$ cat src/rtl/bpsk_tx_scheduler_if.sv
// Byte-stream valid/ready handshake into the BPSK transmit scheduler.
interface bpsk_tx_scheduler_if #(
  parameter int unsigned DATA_WIDTH = 8
);
  logic [DATA_WIDTH-1:0] s_data;
  logic                  s_valid;
  logic                  s_ready;

  modport master (
    output s_data,
    output s_valid,
    input  s_ready
  );

  modport slave (
    input  s_data,
    input  s_valid,
    output s_ready
  );
endinterface

$ cat src/rtl/bpsk_tx_scheduler.sv
// BPSK transmit scheduler: serialises bytes MSB first, one carrier period per bit.
// Optional macro BPSK_PREAMBLE_EN prepends a preamble word once per burst.
module bpsk_tx_scheduler #(
  parameter int unsigned SAMPLE_NUMBER = 256,
  parameter int unsigned SAMPLE_WIDTH  = 12,
  parameter int unsigned DATA_WIDTH    = 8
`ifdef BPSK_PREAMBLE_EN
  ,
  parameter logic [DATA_WIDTH-1:0] PREAMBLE = DATA_WIDTH'(8'hAA)
`endif
) (
  input  logic                             clk,
  input  logic                             rst,
  bpsk_tx_scheduler_if.slave               stream,
  output logic                             gen_en,
  input  logic [$clog2(SAMPLE_NUMBER)-1:0] signal_cnt,
  input  logic [SAMPLE_WIDTH-1:0]          sine_in,
  input  logic [SAMPLE_WIDTH-1:0]          neg_sine_in,
  output logic [SAMPLE_WIDTH-1:0]          tx_sample,
  output logic                             tx_valid,
  output logic                             busy
);

  localparam int unsigned CNT_W = $clog2(SAMPLE_NUMBER);
  localparam int unsigned IDX_W = (DATA_WIDTH > 1) ? $clog2(DATA_WIDTH) : 1;
  localparam logic [CNT_W-1:0] CNT_LAST = CNT_W'(SAMPLE_NUMBER - 1);
  localparam logic [IDX_W-1:0] IDX_LAST = IDX_W'(DATA_WIDTH - 1);

  typedef enum logic [1:0] {
    S_IDLE     = 2'd0,
    S_SYNC     = 2'd1,
    S_SEND     = 2'd2
`ifdef BPSK_PREAMBLE_EN
    ,
    S_PREAMBLE = 2'd3
`endif
  } state_t;

  state_t                state;
  logic [DATA_WIDTH-1:0] shreg;
  logic [IDX_W-1:0]      bit_idx;
  logic                  wrap;
  logic                  last_bit;
  logic                  tx_active;
  logic                  tx_bit;
`ifdef BPSK_PREAMBLE_EN
  logic [DATA_WIDTH-1:0] pre_shreg;
`endif

  assign wrap     = (signal_cnt == CNT_LAST);
  assign last_bit = (bit_idx == IDX_LAST);

  // Ready in idle, or exactly at the final sample of the last data bit for back-to-back reload.
  assign stream.s_ready = !rst && ((state == S_IDLE) ||
                                   ((state == S_SEND) && last_bit && wrap));

  // Which bit (if any) selects the carrier polarity this cycle.
  always_comb begin
    tx_active = 1'b0;
    tx_bit    = 1'b0;
    case (state)
      S_SEND: begin
        tx_active = 1'b1;
        tx_bit    = shreg[DATA_WIDTH-1];
      end
`ifdef BPSK_PREAMBLE_EN
      S_PREAMBLE: begin
        tx_active = 1'b1;
        tx_bit    = pre_shreg[DATA_WIDTH-1];
      end
`endif
      default: ;
    endcase
  end

  always_ff @(posedge clk) begin
    if (rst) begin
      state     <= S_IDLE;
      shreg     <= '0;
      bit_idx   <= '0;
      gen_en    <= 1'b0;
      busy      <= 1'b0;
      tx_sample <= '0;
      tx_valid  <= 1'b0;
`ifdef BPSK_PREAMBLE_EN
      pre_shreg <= '0;
`endif
    end else begin
      tx_valid  <= tx_active;
      tx_sample <= tx_active ? (tx_bit ? neg_sine_in : sine_in) : '0;

      case (state)
        S_IDLE: begin
          if (stream.s_valid) begin
            shreg   <= stream.s_data;
            bit_idx <= '0;
            state   <= S_SYNC;
            gen_en  <= 1'b1;
            busy    <= 1'b1;
          end
        end

        // Hold until the generator wraps so every bit starts at sample index 0.
        S_SYNC: begin
          if (wrap) begin
            bit_idx <= '0;
`ifdef BPSK_PREAMBLE_EN
            pre_shreg <= PREAMBLE;
            state     <= S_PREAMBLE;
`else
            state     <= S_SEND;
`endif
          end
        end

`ifdef BPSK_PREAMBLE_EN
        S_PREAMBLE: begin
          if (wrap) begin
            if (!last_bit) begin
              pre_shreg <= pre_shreg << 1;
              bit_idx   <= bit_idx + IDX_W'(1);
            end else begin
              bit_idx <= '0;
              state   <= S_SEND;
            end
          end
        end
`endif

        S_SEND: begin
          if (wrap) begin
            if (!last_bit) begin
              shreg   <= shreg << 1;
              bit_idx <= bit_idx + IDX_W'(1);
            end else if (stream.s_valid) begin
              shreg   <= stream.s_data;
              bit_idx <= '0;
            end else begin
              state  <= S_IDLE;
              gen_en <= 1'b0;
              busy   <= 1'b0;
            end
          end
        end

        default: state <= S_IDLE;
      endcase
    end
  end

endmodule

$ cat src/flat_wrapper.sv
// flat-port wrapper written by rule: the top's interface ports become plain ports
module bpsk_tx_scheduler_flat 
#(
  parameter int unsigned SAMPLE_NUMBER = 256,
  parameter int unsigned SAMPLE_WIDTH  = 12,
  parameter int unsigned DATA_WIDTH    = 8

)
  (clk, rst, gen_en, signal_cnt, sine_in, neg_sine_in, tx_sample, tx_valid, busy, stream_s_data, stream_s_valid, stream_s_ready);
  bpsk_tx_scheduler_if #(.DATA_WIDTH(DATA_WIDTH)) stream_i ();
  input  logic clk;
  input  logic rst;
  output logic gen_en;
  input  logic [$clog2(SAMPLE_NUMBER)-1:0] signal_cnt;
  input  logic [SAMPLE_WIDTH-1:0] sine_in;
  input  logic [SAMPLE_WIDTH-1:0] neg_sine_in;
  output logic [SAMPLE_WIDTH-1:0] tx_sample;
  output logic tx_valid;
  output logic busy;
  input wire logic [$bits(stream_i.s_data)-1:0] stream_s_data;
  input wire logic [$bits(stream_i.s_valid)-1:0] stream_s_valid;
  output wire logic [$bits(stream_i.s_ready)-1:0] stream_s_ready;
  assign stream_i.s_data = stream_s_data;
  assign stream_i.s_valid = stream_s_valid;
  assign stream_s_ready = stream_i.s_ready;
  bpsk_tx_scheduler #(.SAMPLE_NUMBER(SAMPLE_NUMBER), .SAMPLE_WIDTH(SAMPLE_WIDTH), .DATA_WIDTH(DATA_WIDTH)) u_core (.clk(clk), .rst(rst), .stream(stream_i), .gen_en(gen_en), .signal_cnt(signal_cnt), .sine_in(sine_in), .neg_sine_in(neg_sine_in), .tx_sample(tx_sample), .tx_valid(tx_valid), .busy(busy));
endmodule
$ cat config.mk
export PLATFORM = sky130hd
export DESIGN_NAME = bpsk_tx_scheduler_flat
export DESIGN_NICKNAME = d
export VERILOG_FILES = /design/src/rtl/bpsk_tx_scheduler_if.sv /design/src/rtl/bpsk_tx_scheduler.sv /design/src/flat_wrapper.sv
export SDC_FILE = /design/constraint.sdc
export NUM_CORES = 1
export LEC_CHECK = 0
export CORE_ASPECT_RATIO = 1.75
export CORE_MARGIN = 10
export CORE_UTILIZATION = 38
export DETAILED_ROUTE_END_ITERATION = 7
export PLACE_DENSITY_LB_ADDON = 0.1
export SLEW_MARGIN = 20
export SYNTH_ARGS = -nofsm -noshare
export SYNTH_HDL_FRONTEND = slang
export SYNTH_SLANG_ARGS = --single-unit
$ cat constraint.sdc
create_clock -name clk -period 1.75 [get_ports clk]
set_clock_uncertainty 0.15 [all_clocks]
set_input_delay 0.35 -clock clk [delete_from_list [all_inputs] [get_ports clk]]
set_output_delay 0.35 -clock clk [all_outputs]
set_load 0.005 [all_outputs]
==> metrics.txt <==
# TYPE chip_impl_metric gauge
chip_impl_metric{name="post_dp_cell_area",unit="sq um"} 2150
chip_impl_metric{name="grt_antenna_before_repair",unit=""} 0
chip_impl_metric{name="initial_core_utilization",unit=""} 0.401
chip_impl_metric{name="fin_nets",unit=""} 284
chip_impl_metric{name="core_area",unit="sq um"} 3430
chip_impl_metric{name="worstMarginPinSlew",unit="ns"} 0.385
chip_impl_metric{name="clkSinkCount",unit=""} 27
chip_impl_metric{name="antenna_left",unit=""} 0
chip_impl_metric{name="placement_rows",unit=""} 28
chip_impl_metric{name="wl_per_cell",unit="um"} 17.0
chip_impl_metric{name="timing.critical_path.slowest_cell_delay",unit="ns"} 0.33
chip_impl_metric{name="power.leakage",unit="nW"} 0.998
chip_impl_metric{name="power.density_cell_area",unit="nW/um^2"} 551
chip_impl_info{name="critPathSlowestCell",value="sky130_fd_sc_hd__dfxtp_2"} 1
chip_impl_metric{name="fin_util",unit=""} 0.708
chip_impl_metric{name="total_routing_resource_utilization_after_global_routing",unit=""} 0.141
chip_impl_metric{name="timing.slew.headroom",unit=""} 0.743
chip_impl_metric{name="fp.dieArea",unit="sq um"} 6520
chip_impl_metric{name="io_buffer_count",unit=""} 58
chip_impl_metric{name="postSynthCellCount",unit=""} 152
chip_impl_info{name="crit_path_top_cell_by_count",value="sky130_fd_sc_hd__inv_2"} 1
chip_impl_metric{name="antenna_cells_inserted",unit=""} 0
chip_impl_metric{name="multi_input_comb_area",unit="sq um"} 942
chip_impl_info{name="cp_cell_sequence",value="inv_2 -> ha_4 -> inv_2 -> nor3_4 -> a21oi_2 -> nor2_1 -> buf_2"} 1
chip_impl_metric{name="synth_sequential_area_ratio",unit=""} 0.393
chip_impl_metric{name="crit_arrival",unit="ns"} 1.28
chip_impl_metric{name="worst-endpoint-required",unit="ns"} 1.25
chip_impl_info{name="violations",value="setup timing"} 1
chip_impl_metric{name="finalWeightedCongestion",unit=""} 0.878
chip_impl_metric{name="final.fill_count",unit=""} 293
chip_impl_metric{name="crit_path_max_fanout",unit=""} 2
chip_impl_metric{name="drt_pass1_iterations",unit=""} 4
chip_impl_metric{name="drcViolationCount",unit=""} 0
chip_impl_info{name="status",value="complete, but fails checks"} 1
chip_impl_metric{name="area.growth.synth_to_final",unit="%"} 76.7
chip_impl_info{name="crit_path_end_kind",value="output port"} 1
chip_impl_metric{name="detail_route.wirelength",unit="mm"} 4.71
chip_impl_info{name="final_common_cell",value="sky130_fd_sc_hd__clkdlybuf4s50_1"} 1
chip_impl_metric{name="hpwl",unit="mm"} 3.56
chip_impl_metric{name="synth_async_sr_flop_share",unit=""} 0
chip_impl_metric{name="clock_insertion_delay_worst_skew",unit="ns"} 0.27
chip_impl_metric{name="synth_edf_count",unit=""} 0
chip_impl_metric{name="setup_total_negative_slack",unit="ns"} -0.0257
chip_impl_metric{name="vias",unit=""} 1466
chip_impl_metric{name="drtIter0Drc",unit=""} 59
chip_impl_metric{name="logic_depth_of_the_worst_path_buffers_included",unit=""} 7
chip_impl_metric{name="final.setup.worst_slack",unit="ns"} -0.0257
chip_impl_metric{name="finalSetupViolations",unit=""} 1
chip_impl_metric{name="drive_gt1_frac",unit=""} 0.313
chip_impl_metric{name="sequential_cell_area",unit="sq um"} 547
chip_impl_info{name="worst_setup_path_start_kind",value="flip-flop"} 1
chip_impl_info{name="leading_cell_types_in_the_layout_fill_and_taps_excluded",value="sky130_fd_sc_hd__clkdlybuf4s50_1 (48), sky130_fd_sc_hd__buf_4 (24), sky130_fd_sc_hd__dfxtp_1 (24)"} 1
chip_impl_metric{name="chipWidth",unit="um"} 65.5
chip_impl_metric{name="grt_first_pass_wirelength",unit="mm"} 7.48
chip_impl_metric{name="io-pin-count",unit=""} 59
chip_impl_metric{name="peakVddDrop",unit="V"} 0.000426
chip_impl_info{name="gate_family_responsible_for_the_most_delay_along_the_worst_path",value="flip-flops"} 1
chip_impl_info{name="synth_top_flop_cell",value="sky130_fd_sc_hd__dfxtp_1"} 1
chip_impl_metric{name="worstPathBufferInverterCount",unit=""} 3
chip_impl_metric{name="largest_net_degree_at_the_start_of_global_routing",unit=""} 17
chip_impl_metric{name="final_area",unit="sq um"} 2430
chip_impl_info{name="root_buffer",value="sky130_fd_sc_hd__clkbuf_8"} 1
chip_impl_metric{name="rr_worst_depth",unit=""} 7
chip_impl_info{name="crit_path_kind",value="flip-flop to output port"} 1
chip_impl_metric{name="die-height",unit="um"} 99.6
chip_impl_metric{name="synth.yosys.warnings",unit=""} 0
chip_impl_info{name="grt_setup_unrepaired",value="yes"} 1
chip_impl_metric{name="drv_slew",unit=""} 0
chip_impl_metric{name="tritoncts_buffer_count",unit=""} 3
chip_impl_metric{name="final_min_period_over_clock_period",unit=""} 1.01
chip_impl_info{name="tritoncts",value="yes"} 1
chip_impl_metric{name="synth_nets",unit=""} 202
chip_impl_metric{name="final.hold.worst_slack",unit="ns"} 0.333
chip_impl_metric{name="period_needed",unit="ns"} 1.78
chip_impl_metric{name="max_cap_violations",unit=""} 0
chip_impl_metric{name="cts_htree_levels",unit=""} 1
chip_impl_metric{name="post_synth.cell_area_avg",unit="sq um"} 9.05
chip_impl_metric{name="final-hold-violation-count",unit=""} 0
chip_impl_metric{name="synthesis.area",unit="sq um"} 1380
chip_impl_metric{name="yosysUniqueCellTypes",unit=""} 39
chip_impl_metric{name="vias_per_cell",unit=""} 5.27
chip_impl_metric{name="clkTransAtPathRegs",unit="ns"} 0.08
chip_impl_metric{name="synth_seq_cells",unit=""} 27
chip_impl_info{name="hold_class",value="flip-flop to flip-flop"} 1
chip_impl_metric{name="number_of_global_route_vias_before_repair",unit=""} 1557
chip_impl_metric{name="grt_overflow_total",unit=""} 0
chip_impl_metric{name="hold_depth",unit=""} 2
chip_impl_metric{name="fmax",unit="MHz"} 563
chip_impl_metric{name="cts.path.max_buffers",unit=""} 2
-- repair_timing --
| action | CTS | global route |
|---|---|---|
| gates cloned | 1 | 0 |
| resized for setup | 38 | 30 |
| setup endpoints to repair | 12 | 15 |
| pin swaps | 9 | 13 |
| hold buffers | 0 | 0 |
| setup buffers | 3 | 2 |
-- tightest hold or removal path: cells and delay by family, from the launching register on --
kind | cells | cell delay, ns
AO/OA/AOI/OAI | 1 | 0.06
flip-flops | 1 | 0.32
AND/OR/NAND/NOR | 1 | 0.06
-- kinds of logic after synthesis --
family	share of synthesized area
AND/OR/NAND/NOR	0.182
buffers and inverters	0.0728
adder cells (fa/ha/maj)	0.0637
multiplexers	0.0874
AO/OA/AOI/OAI	0.201
flip-flops	0.393
-- metal layers --
layer / up-vias / GRT usage / part of all wire
li1: 708 / - / -
met1: 695 / 0.146 / 0.39
met2: 51 / 0.262 / 0.54
met3: 12 / 0.0281 / 0.043
met4: 0 / 0.0563 / 0.027
met5: - / 0 / 0
-- layout make-up --
cell class              count  area share
clock buffers               4      0.0185
inverters                  11      0.0170
multi-input cells         104       0.388
flip-flops and latches     27       0.225
well taps                  45      0.0232
repair buffers             87       0.329
-- synthesized netlist by cell type, types with 2 or more instances --
| cell type | count | area [sq um] |
|---|---|---|
| sky130_fd_sc_hd__a211oi_1 | 3 | 22.5 |
| sky130_fd_sc_hd__a21oi_1 | 11 | 55.1 |
| sky130_fd_sc_hd__a311oi_1 | 7 | 61.3 |
| sky130_fd_sc_hd__buf_2 | 2 | 10.0 |
| sky130_fd_sc_hd__buf_4 | 2 | 15.0 |
| sky130_fd_sc_hd__clkbuf_1 | 4 | 15.0 |
| sky130_fd_sc_hd__dfxtp_1 | 27 | 541 |
| sky130_fd_sc_hd__ha_1 | 7 | 87.6 |
| sky130_fd_sc_hd__inv_1 | 10 | 37.5 |
| sky130_fd_sc_hd__mux2i_1 | 12 | 120 |
| sky130_fd_sc_hd__nand2_1 | 4 | 15.0 |
| sky130_fd_sc_hd__nand2b_1 | 3 | 18.8 |
| sky130_fd_sc_hd__nand3_1 | 3 | 15.0 |
| sky130_fd_sc_hd__nand4_2 | 2 | 25.0 |
| sky130_fd_sc_hd__nor2_1 | 21 | 78.8 |
| sky130_fd_sc_hd__nor2b_1 | 3 | 18.8 |
| sky130_fd_sc_hd__nor3_1 | 2 | 10.0 |
| sky130_fd_sc_hd__o21ai_1 | 2 | 10.0 |
| sky130_fd_sc_hd__o22a_1 | 7 | 61.3 |
-- power breakdown --
part / switching [mW] / internal [mW]
Combinational: 0.134 / 0.202
Sequential: 0.0153 / 0.639
Clock: 0.187 / 0.163
Total: 0.335 / 1.00
-- sequential cells by signal, indices dropped and copies added (netlist names) --
name and flops:
u_core.tx_sample 12, u_core.shreg 8, u_core.bit_idx 3, u_core.state 2, u_core.busy 1, u_core.tx_valid 1
-- metrics by stage --
stage                     worst slack [ns]  std cells  power [mW]
after floorplan                   -0.00203        152       0.802
after global placement              -0.646        268       0.956
after detailed placement            -0.642        268       0.964
after CTS                          -0.0969        276        1.32
after global routing               -0.0945        278        1.40
final                              -0.0257        278        1.34
-- path summary, 6_finish.rpt --
kind                                 from                      endpoint  slack [ns]
max reg2reg  u_core.state[0]$_SDFFE_PP0P_  u_core.shreg[6]$_SDFFE_PP0P_        0.05
max          u_core.state[0]$_SDFFE_PP0P_                stream_s_ready       -0.03
min          u_core.shreg[0]$_SDFFE_PP0P_  u_core.shreg[0]$_SDFFE_PP0P_        0.33
min reg2reg  u_core.shreg[0]$_SDFFE_PP0P_  u_core.shreg[0]$_SDFFE_PP0P_        0.33
(Power assumes the default switching activity.)
==> edit 1, RTL diff (same flow settings) <==
Add a define of `BPSK_PREAMBLE_EN`.
--- a/src/rtl/bpsk_tx_scheduler.sv
+++ b/src/rtl/bpsk_tx_scheduler.sv
@@ -1,5 +1,7 @@
 // BPSK transmit scheduler: serialises bytes MSB first, one carrier period per bit.
 // Optional macro BPSK_PREAMBLE_EN prepends a preamble word once per burst.
+`define BPSK_PREAMBLE_EN
+
 module bpsk_tx_scheduler #(
   parameter int unsigned SAMPLE_NUMBER = 256,
   parameter int unsigned SAMPLE_WIDTH  = 12,
Formal check against the unedited RTL: not equivalent (Yosys sat finds a counterexample within 4 cycles, from zero or initial values and one cycle with rst high).
==> edit 1 against the unedited design <==
- the run still ends with setup timing left
- power is 31% higher
- cell area is 6.2% higher
- wire length increased by 0.87%
- sequential cell count rose by 7
- core utilization fell by 5.3 points
- combinational power shrank 32%
- first-iteration DRC count up 6.8%
- setup slack worse by 0.057 ns
- area after synthesis grew 14%
- critical path type unchanged
- largest power group unchanged
- highest routed layer unchanged
==> edit 1: results (changes against the unedited design) <==
[power_and_ir_drop]
leak_pwr_nw=1.09  ; was 0.998 nW
max-vdd-ir-drop_mv=0.565  ; was 0.426 mV

[global_routing]
grt_usage_pct=13.7  ; was 14.1%
globalRoute.busiestLayer=met2  ; unchanged
wire_length_of_the_first_global_routing_pass_mm=7.84  ; was 7.48 mm
grt_util_met2_pct=22.9  ; was 26.2%
grt_start_max_net_pins=24  ; was 17
gr-usage-met1_pct=13.5  ; was 14.6%
grtUsageMet3_pct=7.27  ; was 2.81%
first_global_vias=1696  ; was 1,557

[synthesis]
synth-seq-area-share_pct=43.6  ; was 39.3%
ys_async_sr_fraction_pct=0  ; unchanged
synth.top_cells.by_count=dfxtp_1, nor2_1, a21oi_1  ; was dfxtp_1, nor2_1, mux2i_1
synth.mux.area_fraction_pct=8.41  ; was 8.74%
ys_warn_count=0  ; unchanged
xor_xnor_share_of_the_synthesized_area_pct=0  ; unchanged
synth.area.top_cells=dfxtp_1, mux2i_1, a211oi_1  ; was dfxtp_1, mux2i_1, ha_1
synth_fa_ha_area_share_pct=2.40  ; was 6.37%
ys.flop_type=dfxtp_1  ; unchanged
synthDistinctLibCells=33  ; was 39
syn-num-nets=215  ; was 202
synth_compound_gate_area_share_pct=22.4  ; was 20.1%

[drt]
route.met2.wl_mm=2.49  ; was 2.53 mm
postRouteWirelength_mm=4.75  ; was 4.71 mm
met3_wirelength_um=449  ; was 205 um
dr.first_iter.drc_count=63  ; was 59
dr.max_layer_used=met4  ; unchanged
m1WireLength_mm=1.74  ; was 1.85 mm
detailedRoute.firstPassIterationCount=4  ; unchanged
routed-via-count=1598  ; was 1,466

[worst_setup_path]
cp_slowest_stage_delay_ns=0.37  ; was 0.33 ns
cpMaxStageDelayCell=dfxtp_2  ; unchanged
crit_arrival_ns=1.33  ; was 1.28 ns
critical_path.top_delay_family=flip-flops  ; unchanged
timing.reg2reg.setup_slack_ns=-0.05  ; was 0.05 ns
crit_start=u_core.bit_idx[0]  ; was u_core.state[0]

[min_path]
timing.hold.worst.start=u_core.pre_shreg[6]  ; was u_core.shreg[0]
hp-class=flop to flop  ; unchanged

[timing]
setup_viol_count_final=10  ; was 1
post-route-worst-setup-slack_ns=-0.0824  ; was -0.0257 ns
slew-limit-headroom_pct=81.2  ; was 74.3%
timing.final.max_slew_violations=0  ; unchanged
timing.setup.tns_ns=-0.254  ; was -0.0257 ns

[cells_and_area]
final_stage_net_count=301  ; was 284
largestRegisters=u_core.tx_sample: 12 flops, u_core.shreg: 8 flops, u_core.pre_shreg: 7 flops  ; was u_core.tx_sample: 12 flops, u_core.shreg: 8 flops, u_core.bit_idx: 3 flops
final_layout_size_suffix_gt1_share_pct=25.4  ; was 31.3%

[placed_design]
dpl_hpwl_mm=3.63  ; was 3.56 mm
portBuffers=58  ; unchanged
place_congestion=0.901  ; was 0.878

[clocking]
insertion_delay_ns=0.29  ; was 0.27 ns
cts.path.max_buffers=2  ; unchanged
cts_inserted_buffers=5  ; was 3
htree_levels=2  ; was 1
path_clk_slew_ns=0.07

[outcome]
outcome=finished, violations left  ; unchanged
failed_checks=setup timing  ; unchanged

==> edit 1: cell types whose count changed in the layout (fill, tap and decap cells not counted), sizes merged, moves of 4 or more <==
cell,before,now
dfxtp,27,34
o21ai,3,14
nand3b,1,7
inv,11,5
o22a,7,0
a211oi,4,12
dlygate4sd2,4,8
a21oi,11,16
ha,7,3
a311oi,7,0
==> edit 1: tightest hold or removal path: cells and delay by family, from the launching register on <==
kind | cells | cell delay (ns)
flip-flops | 1 | 0.32
AO/OA/AOI/OAI | 2 | 0.13
==> edit 1: cell type report <==
cell class              count  area [sq um]
clock buffers               5          68.8
well taps                  48          60.1
repair buffers             90           830
fillers                   351          1360
flip-flops and latches     34           684
inverters                   5          18.8
multi-input cells         119           875
clock inverters             3          45.0
==> edit 1: worst paths after layout <==
path | endpoint | cells after the start
hold reg to reg | u_core.pre_shreg[6] | 2
setup reg to reg | u_core.shreg[6] | 7
setup / recovery | stream_s_ready | 6
hold / removal | u_core.pre_shreg[6] | 2
==> edit 1: stage by stage <==
step	hold slack [ns]	instance area, sq um	utilization, %	cells	setup slack (ns)
after floorplan	0.300	1580	-	169	0.00884
after global placement	0.310	2290	58.1	282	-0.601
after detailed placement	0.318	2290	58.1	282	-0.612
after CTS	0.338	2540	64.3	303	-0.0568
after global routing	0.370	2580	65.5	304	-0.141
final	0.339	2580	65.5	304	-0.0824
==> edit 1: timing repair <==
item	in CTS	in global routing
gates resized for setup	23	11
setup endpoints to repair	21	15
cloned	1	0
buffers inserted	12	1
pin swaps	23	6
endpoints found under the hold margin	0	0
==> edit 1: report_power, final <==
group | total (mW) | switching, mW | internal, mW
combinational | 0.230 | 0.0878 | 0.142
clock | 0.729 | 0.306 | 0.423
sequential | 0.802 | 0.0107 | 0.791
==> edit 2, RTL diff (config.mk and constraints unchanged) <==
Without the edit above. Encoding of `state_t`: now one-hot (3 bits for 3 states).
--- a/src/rtl/bpsk_tx_scheduler.sv
+++ b/src/rtl/bpsk_tx_scheduler.sv
@@ -26,10 +26,10 @@
   localparam logic [CNT_W-1:0] CNT_LAST = CNT_W'(SAMPLE_NUMBER - 1);
   localparam logic [IDX_W-1:0] IDX_LAST = IDX_W'(DATA_WIDTH - 1);
 
-  typedef enum logic [1:0] {
-    S_IDLE     = 2'd0,
-    S_SYNC     = 2'd1,
-    S_SEND     = 2'd2
+  typedef enum logic [2:0] {
+    S_IDLE     = 3'b001,
+    S_SYNC     = 3'b010,
+    S_SEND     = 3'b100
 `ifdef BPSK_PREAMBLE_EN
     ,
     S_PREAMBLE = 2'd3
Formal check against the unedited RTL: no difference found for any inputs over 10 cycles, from zero or initial values and one cycle with rst high; not proved beyond that.
==> edit 2 against the unedited design <==
- the flow still finishes with violations (setup timing)
- sequential cell count increased by 1
- setup slack got worse by 0.28 ns
- wire length decreased by 0.79%
- power increased by 7.4%
- area after synthesis decreased by 0.55%
- sequential share of layout area increased by 0.40 points
- non-clock buffer count increased by 4
- cell area increased by 1.6%
- combinational power increased by 6.8%
- critical endpoint unchanged
==> edit 2: results (changes against the unedited design) <==
[power_and_ir_drop]
max-vdd-ir-drop_mv=0.477  ; was 0.426 mV
leak_pwr_nw=0.922  ; was 0.998 nW

[worst_setup_path]
cp_slowest_stage_delay_ns=0.42  ; was 0.33 ns
crit_arrival_ns=1.56  ; was 1.28 ns
critical_path.reg2reg.startpoint=u_core.bit_idx[0]  ; was u_core.state[0]
crit_start=u_core.state[1]  ; was u_core.state[0]
timing.reg2reg.setup_slack_ns=-0.13  ; was 0.05 ns
critical_path.top_delay_family=simple AND/OR/NAND/NOR gates  ; was flip-flops

[synthesis]
syn-num-nets=192  ; was 202
synth_fa_ha_area_share_pct=2.74  ; was 6.37%
synth.mux.area_fraction_pct=8.78  ; was 8.74%
xor_xnor_share_of_the_synthesized_area_pct=0.640  ; was 0%
synth_cells=146  ; was 152
synth.area.top_cells=dfxtp_1, mux2i_1, a221oi_1  ; was dfxtp_1, mux2i_1, ha_1

[timing]
worstMarginPinSlew_ns=0.308  ; was 0.385 ns
finalHoldWorstSlack_ns=0.330  ; was 0.333 ns
setup_viol_count_final=9  ; was 1
post-route-worst-setup-slack_ns=-0.308  ; was -0.0257 ns

[clocking]
path_clk_slew_ns=0.10  ; was 0.08 ns
numClockSinks=28  ; was 27

[outcome]
outcome=finished, violations left  ; unchanged
failed_checks=setup timing  ; unchanged

[cells_and_area]
clkCellAreaFrac_pct=2.23  ; was 1.85%
layout.non_clock_buffers=91  ; was 87
instances_no_fill=277  ; was 278
nFillCells=270  ; was 293
share_of_cell_area_taken_by_multi_input_logic_gates_pct=36.3  ; was 38.8%
largestRegisters=u_core.tx_sample: 12 flops, u_core.shreg: 8 flops  ; was u_core.tx_sample: 12 flops, u_core.shreg: 8 flops, u_core.bit_idx: 3 flops
multi_input_combinational_gate_total=97  ; was 104

[placed_design]
dp_cells=264  ; was 268
dpl_hpwl_mm=3.40  ; was 3.56 mm
pre_cts_ws_ns=-0.769  ; was -0.642 ns
place_congestion=0.858  ; was 0.878
detailed_place.area_sq_mm=0.00219  ; was 0.00215 sq mm

[drt]
postRouteWirelength_mm=4.68  ; was 4.71 mm

[global_routing]
grt_usage_pct=13.8  ; was 14.1%

==> edit 2: cell types whose count changed after synthesis, moves of 4 or more <==
cell,change
a221oi_1,+7
ha_1,-4
o31ai_1,+7
a21oi_1,-6
nand2_1,+4
a311oi_1,-6
o22a_1,-7
nor2_1,-6
==> edit 2: repair_timing <==
action / CTS / global route
pin swaps: 16 / 8
buffers inserted: 12 / 1
cloned: 1 / 0
endpoints found under the setup margin: 12 / 15
resized for setup: 34 / 19
==> edit 2: per-layer routing <==
layer	wire, um	global-route usage, %
met2	2570	26.0
met4	101	5.63
met1	1690	13.0
met3	321	4.61
met5	0	0
==> edit 2: power breakdown <==
group          internal (mW)  switching (mW)  total (mW)
combinational          0.209           0.150       0.359
clock                  0.202           0.211       0.413
sequential             0.660         0.00784       0.667
total                   1.07           0.368        1.44
